**src/rtl/vending_controller.sv**
```systemverilog
// Vending controller: coin credit, vend handshake with an external item dispenser,
// timed/requested change return. Optional per-item stock counters under STOCK_COUNT_EN.

module vending_item_slot #(
    parameter int                    TOTAL_BITS = 14,
    parameter logic [TOTAL_BITS-1:0] PRICE      = '0
) (
    input  logic                  clk,
    input  logic                  reset,
    input  logic                  credit,
    input  logic [TOTAL_BITS-1:0] balance,
    input  logic                  vend,
    output logic                  available
);
`ifdef STOCK_COUNT_EN
    logic [2:0] stock;

    always_ff @(posedge clk or posedge reset) begin
        if (reset)                      stock <= 3'd3;
        else if (vend && stock != 3'd0) stock <= stock - 3'd1;
    end

    assign available = credit && (balance >= PRICE) && (stock != 3'd0);
`else
    logic unused_slot;
    assign unused_slot = ^{clk, reset, vend};
    assign available   = credit && (balance >= PRICE);
`endif
endmodule

module vending_controller #(
    parameter int NUM_COINS  = 3,
    parameter int NUM_ITEMS  = 4,
    parameter int TOTAL_BITS = 14
) (
    input  logic                  clk,
    input  logic                  reset,
    input  logic [NUM_COINS-1:0]  i_input_coin,
    input  logic [NUM_ITEMS-1:0]  i_select_item,
    input  logic                  i_trigger_return,
    output logic [NUM_ITEMS-1:0]  disp_select,
    output logic [NUM_ITEMS-1:0]  disp_available,
    output logic [TOTAL_BITS-1:0] disp_balance,
    input  logic [NUM_ITEMS-1:0]  disp_output_item,
    input  logic [TOTAL_BITS-1:0] disp_item_cost,
    output logic [NUM_ITEMS-1:0]  o_available_item,
    output logic [NUM_ITEMS-1:0]  o_output_item,
    output logic [NUM_COINS-1:0]  o_return_coin,
    output logic [NUM_COINS-1:0]  o_reject_coin,
    output logic [TOTAL_BITS-1:0] o_balance,
    output logic                  o_busy
);
    localparam logic [1:0] ST_IDLE   = 2'd0;
    localparam logic [1:0] ST_CREDIT = 2'd1;
    localparam logic [1:0] ST_VEND   = 2'd2;
    localparam logic [1:0] ST_CHANGE = 2'd3;

    localparam logic [3:0]            K_WAIT  = 4'd10;
    localparam logic [TOTAL_BITS:0]   MAX_BAL = (TOTAL_BITS+1)'(9900);
    // Coin values must stay ascending: change selection keeps the last fitting coin.
    localparam logic [TOTAL_BITS-1:0] COIN_VAL [NUM_COINS] =
        '{TOTAL_BITS'(100), TOTAL_BITS'(500), TOTAL_BITS'(1000)};
    localparam logic [TOTAL_BITS-1:0] ITEM_PRICE [NUM_ITEMS] =
        '{TOTAL_BITS'(400), TOTAL_BITS'(500), TOTAL_BITS'(1000), TOTAL_BITS'(2000)};

    logic [1:0]            state;
    logic [3:0]            timer;
    logic [TOTAL_BITS-1:0] balance;
    logic [TOTAL_BITS-1:0] coin_sum, base_bal, chg_val;
    logic [TOTAL_BITS:0]   sum_ext;
    logic [NUM_COINS-1:0]  chg_coin;
    logic                  coin_phase, coin_any, coin_reject, coin_accept;
    logic                  leave_credit, vend_go;

    always_comb begin
        coin_sum = '0;
        chg_coin = '0;
        chg_val  = '0;
        for (int c = 0; c < NUM_COINS; c++) begin
            if (i_input_coin[c]) coin_sum = coin_sum + COIN_VAL[c];
            if (balance >= COIN_VAL[c]) begin
                chg_coin    = '0;
                chg_coin[c] = 1'b1;
                chg_val     = COIN_VAL[c];
            end
        end
    end

    // Return request or timeout outranks a same-cycle vend grant.
    assign leave_credit = (state == ST_CREDIT) && (i_trigger_return || timer == 4'd0);
    assign vend_go      = (state == ST_CREDIT) && !leave_credit && (disp_output_item != '0);
    assign base_bal     = vend_go ? balance - disp_item_cost : balance;
    assign sum_ext      = {1'b0, base_bal} + {1'b0, coin_sum};
    assign coin_phase   = (state != ST_CHANGE);
    assign coin_any     = coin_phase && (i_input_coin != '0);
    assign coin_reject  = coin_any && (sum_ext > MAX_BAL);
    assign coin_accept  = coin_any && !coin_reject;

    always_ff @(posedge clk or posedge reset) begin
        if (reset) begin
            state         <= ST_IDLE;
            balance       <= '0;
            timer         <= '0;
            o_output_item <= '0;
            o_return_coin <= '0;
            o_reject_coin <= '0;
        end else begin
            o_output_item <= '0;
            o_return_coin <= '0;
            o_reject_coin <= coin_reject ? i_input_coin : '0;
            if (coin_phase)
                balance <= coin_accept ? sum_ext[TOTAL_BITS-1:0] : base_bal;
            case (state)
                ST_IDLE: begin
                    if (coin_accept) begin
                        state <= ST_CREDIT;
                        timer <= K_WAIT;
                    end
                end
                ST_CREDIT: begin
                    if (leave_credit) begin
                        state <= ST_CHANGE;
                    end else if (vend_go) begin
                        state         <= ST_VEND;
                        o_output_item <= disp_output_item;
                        timer         <= K_WAIT;
                    end else if (coin_accept) begin
                        timer <= K_WAIT;
                    end else begin
                        timer <= timer - 4'd1;
                    end
                end
                ST_VEND: begin
                    state <= ST_CREDIT;
                    if (coin_accept) timer <= K_WAIT;
                end
                ST_CHANGE: begin
                    if (balance == '0) begin
                        state <= ST_IDLE;
                    end else begin
                        o_return_coin <= chg_coin;
                        balance       <= balance - chg_val;
                        if (balance == chg_val) state <= ST_IDLE;
                    end
                end
                default: state <= ST_IDLE;
            endcase
        end
    end

    for (genvar i = 0; i < NUM_ITEMS; i++) begin : g_slot
        vending_item_slot #(
            .TOTAL_BITS (TOTAL_BITS),
            .PRICE      (ITEM_PRICE[i])
        ) u_slot (
            .clk       (clk),
            .reset     (reset),
            .credit    (state == ST_CREDIT),
            .balance   (balance),
            .vend      (vend_go && disp_output_item[i]),
            .available (o_available_item[i])
        );
    end

    assign o_balance      = balance;
    assign o_busy         = (state == ST_VEND) || (state == ST_CHANGE);
    assign disp_select    = (state == ST_CREDIT) ? i_select_item : '0;
    assign disp_available = o_available_item;
    assign disp_balance   = balance;
endmodule
```
**config.mk**
```make
export PLATFORM = sky130hd
export DESIGN_NAME = vending_controller
export DESIGN_NICKNAME = d
export VERILOG_FILES = /design/src/rtl/vending_controller.sv
export SDC_FILE = /design/constraint.sdc
export NUM_CORES = 1
export LEC_CHECK = 0
export CAP_MARGIN = 20
export CORE_MARGIN = 5
export CORE_UTILIZATION = 55
export CTS_CLUSTER_SIZE = 28
export DETAILED_ROUTE_END_ITERATION = 7
export HOLD_SLACK_MARGIN = 0.06
export PLACE_DENSITY_LB_ADDON = 0.3
export SKIP_CTS_REPAIR_TIMING = 1
export SLEW_MARGIN = 30
export SYNTH_ARGS = -nofsm -noshare
export SYNTH_HDL_FRONTEND = slang
export SYNTH_HIERARCHICAL = 1
export SYNTH_SLANG_ARGS = --single-unit
```
**constraint.sdc**
```tcl
create_clock -name clk -period 10.42 [get_ports clk]
set_input_delay 2.084 -clock clk [delete_from_list [all_inputs] [get_ports clk]]
set_output_delay 2.084 -clock clk [all_outputs]
set_load 0.005 [all_outputs]
```
==> metrics.cfg <==
[setup_path]
critical_path.top_delay_family=compound AO/OA/AOI/OAI gates
reg2reg_slack_ns=5.33
endpoint_kind=register
worstPathMaxFanout=22
critPathMaxStageDelay_ns=0.53
cp.buffers_inverters=1
reg2regPathDepth=20
crit_slowest_cell=sky130_fd_sc_hd__ha_1
cp_cell_sequence=clkdlybuf4s50_1 > ha_1 > fa_1 > nor2b_1 > o31a_1 > o21ai_0 > nand2b_1 > xnor2_1 > o21ai_0 > ha_1 > or3b_2 > a21oi_1 > nor4b_1 > o41a_1 > o31a_1 > o31ai_4 > nand4_2 > and3_4 > and3_1 > o31ai_2
worstReg2RegStart=disp_balance[0]$_DFFE_PP0P_
critical_path.startpoint_type=primary input
critPathLaunch=disp_item_cost[0]
worst_r2r_end=disp_balance[11]$_DFF_PP0_
crit_path_end=disp_balance[11]$_DFF_PP0_
worstSetupPathDepth=20
required_ns=10.61
crit_type=in -> reg
arrival_ns=6.86

[worst_hold_path]
worst_hold_path_type=reg -> reg

[timing]
setup_viol=0
max_slew.worst_pin.slew_ns=0.8055
layout_setup_ws_ns=3.748
unrepaired_setup_endpoints_after_global_routing=false
skew_ns=0.004472
finalHoldViolCount=0
hold_slack_ns=0.5581
totalNegativeSetupSlack_ns=0
finalMaxSlewViolations=0
maxClockFrequency_mhz=149.9
minimum_clock_period_after_layout_ns=6.672
slew_headroom_pct=45.88
period_share_pct=64.03

[grt]
groute.usage.overall_pct=22.91
grt_max_degree=34
grt_antenna_before_repair=0
grt_first_pass_wirelength_um=16010
grt-ovfl-total=0
grt_pass1_vias=3371

[die]
die_x_um=92.41
floorplan.rows=30
die_area_um2=8539
floorplan.die.height_um=92.41
core_footprint_um2=6719
io-pin-count=79
initial_core_utilization_pct=55.59

[synth]
synth.avg_cell_area_um2=8.084
synth.cell_area_um2=3735
synth.net_count=530
cell_count_after_synthesis=462
synth_warnings=6

[clock_network]
clockBufferDepth=2
numClockSinks=30
cts.reportedPaths.clkPinSlew_ns=0.06
htreeDepth=2
cts-root-buf=sky130_fd_sc_hd__clkbuf_8
clock_insertion_delay_worst_skew_ns=0.28
tritoncts_buffers=5
cts_tree=built

[finish]
fillers=563
area_added_between_synthesis_and_finish_pct=20.13
num_antenna_cells=0
drive_gt1_share_pct=6.420
design.final.nets=581

[power_and_ir_drop]
p_per_area_nw_per_um2=356.7
vdd_ir_drop_max_uv=162.5
power_leakage_nw=1.968

[detailed_routing]
route.vias.total=3619
final_antenna_net_count=0
route.detailed.vias_per_inst=6.093
postRouteWirelength_um=9892
drt_wl_cell_um=16.65
iter_0_drt_violations=312
drt_first_pass_iters=4
post-route-drc-count=0

[place]
setup_slack_after_placement_ns=3.470
gpl.final_weighted_congestion=0.9352
buffers_on_ports=78
post-dp-hpwl_um=7713

[outcome]
status=finished clean

[job]
drv_cap=0

metal layers:
metal  vias to the layer above  routed length, um  GRT usage (%)  share of wire [%]
li1                       1765                  -              -                  -
met1                      1690               4190          28.42                 42
met2                       135               4856          40.06                 49
met3                        29                601          4.062                6.1
met4                         0                244          7.302                2.5
met5                         -                  0              0                  0
stage by stage:
step | util (%) | cell area [um^2] | total power, W | cells
floorplan | - | 3735 | 0.001159 | 462
global placement | 65.42 | 4395 | 0.001450 | 586
detailed placement | 65.42 | 4395 | 0.001486 | 586
CTS | 66.78 | 4487 | 0.001590 | 594
global route | 66.78 | 4487 | 0.001735 | 594
finish | 66.78 | 4487 | 0.001601 | 594
area by class of cell:
cell class                      count  area, um^2  share of cell area [%]
Tap cell                           80       100.1                   2.231
Clock inverter                      1       5.005                  0.1115
Inverter                           38       142.6                   3.179
Timing Repair Buffer               78       780.7                   17.40
Clock buffer                        7       86.33                   1.924
Multi-Input combinational cell    360        2621                   58.42
Sequential cell                    30       750.7                   16.73
how the worst min path moves through the flow:
stage / start / to / slack (ns) / cells after the start
after floorplan: timer[0]$_DFFE_PP0P_ / timer[0]$_DFFE_PP0P_ / 0.51 / 1
after detailed placement: timer[0]$_DFFE_PP0P_ / timer[0]$_DFFE_PP0P_ / 0.54 / 1
after CTS: timer[0]$_DFFE_PP0P_ / timer[0]$_DFFE_PP0P_ / 0.56 / 1
final: timer[0]$_DFFE_PP0P_ / timer[0]$_DFFE_PP0P_ / 0.56 / 1
after global placement: timer[0]$_DFFE_PP0P_ / timer[0]$_DFFE_PP0P_ / 0.54 / 1
after global routing: timer[0]$_DFFE_PP0P_ / timer[0]$_DFFE_PP0P_ / 0.58 / 1
cells in the final DEF, fill, tap and decap left out, drive strengths merged, types with 7 or more instances in the layout:
| cell | count |
|---|---|
| xor2 | 10 |
| ha | 37 |
| nand3 | 7 |
| clkdlybuf4s50 | 78 |
| dfrtp | 30 |
| and3 | 9 |
| clkbuf | 7 |
| o21ai | 27 |
| o31a | 8 |
| a21oi | 30 |
| nand4 | 10 |
| inv | 38 |
| a21o | 9 |
| nand2b | 9 |
| nand2 | 31 |
| a211oi | 7 |
| nor3 | 20 |
| nor2 | 34 |
| nor2b | 7 |
| xnor2 | 13 |
state kept, by name (all words and copies together) (netlist names):
register / count
timer: 4
state: 2
o_return_coin: 3
o_reject_coin: 3
o_output_item: 4
disp_balance: 14
where the power goes:
part	internal (W)	leakage [nW]	switching, W
logic	0.000579	1.55	0.000647
registers	0.000162	0.367	0.000116
clock network	0.0000532	0.0482	0.0000437
No activity file was read; power rests on OpenSTA's default activity.
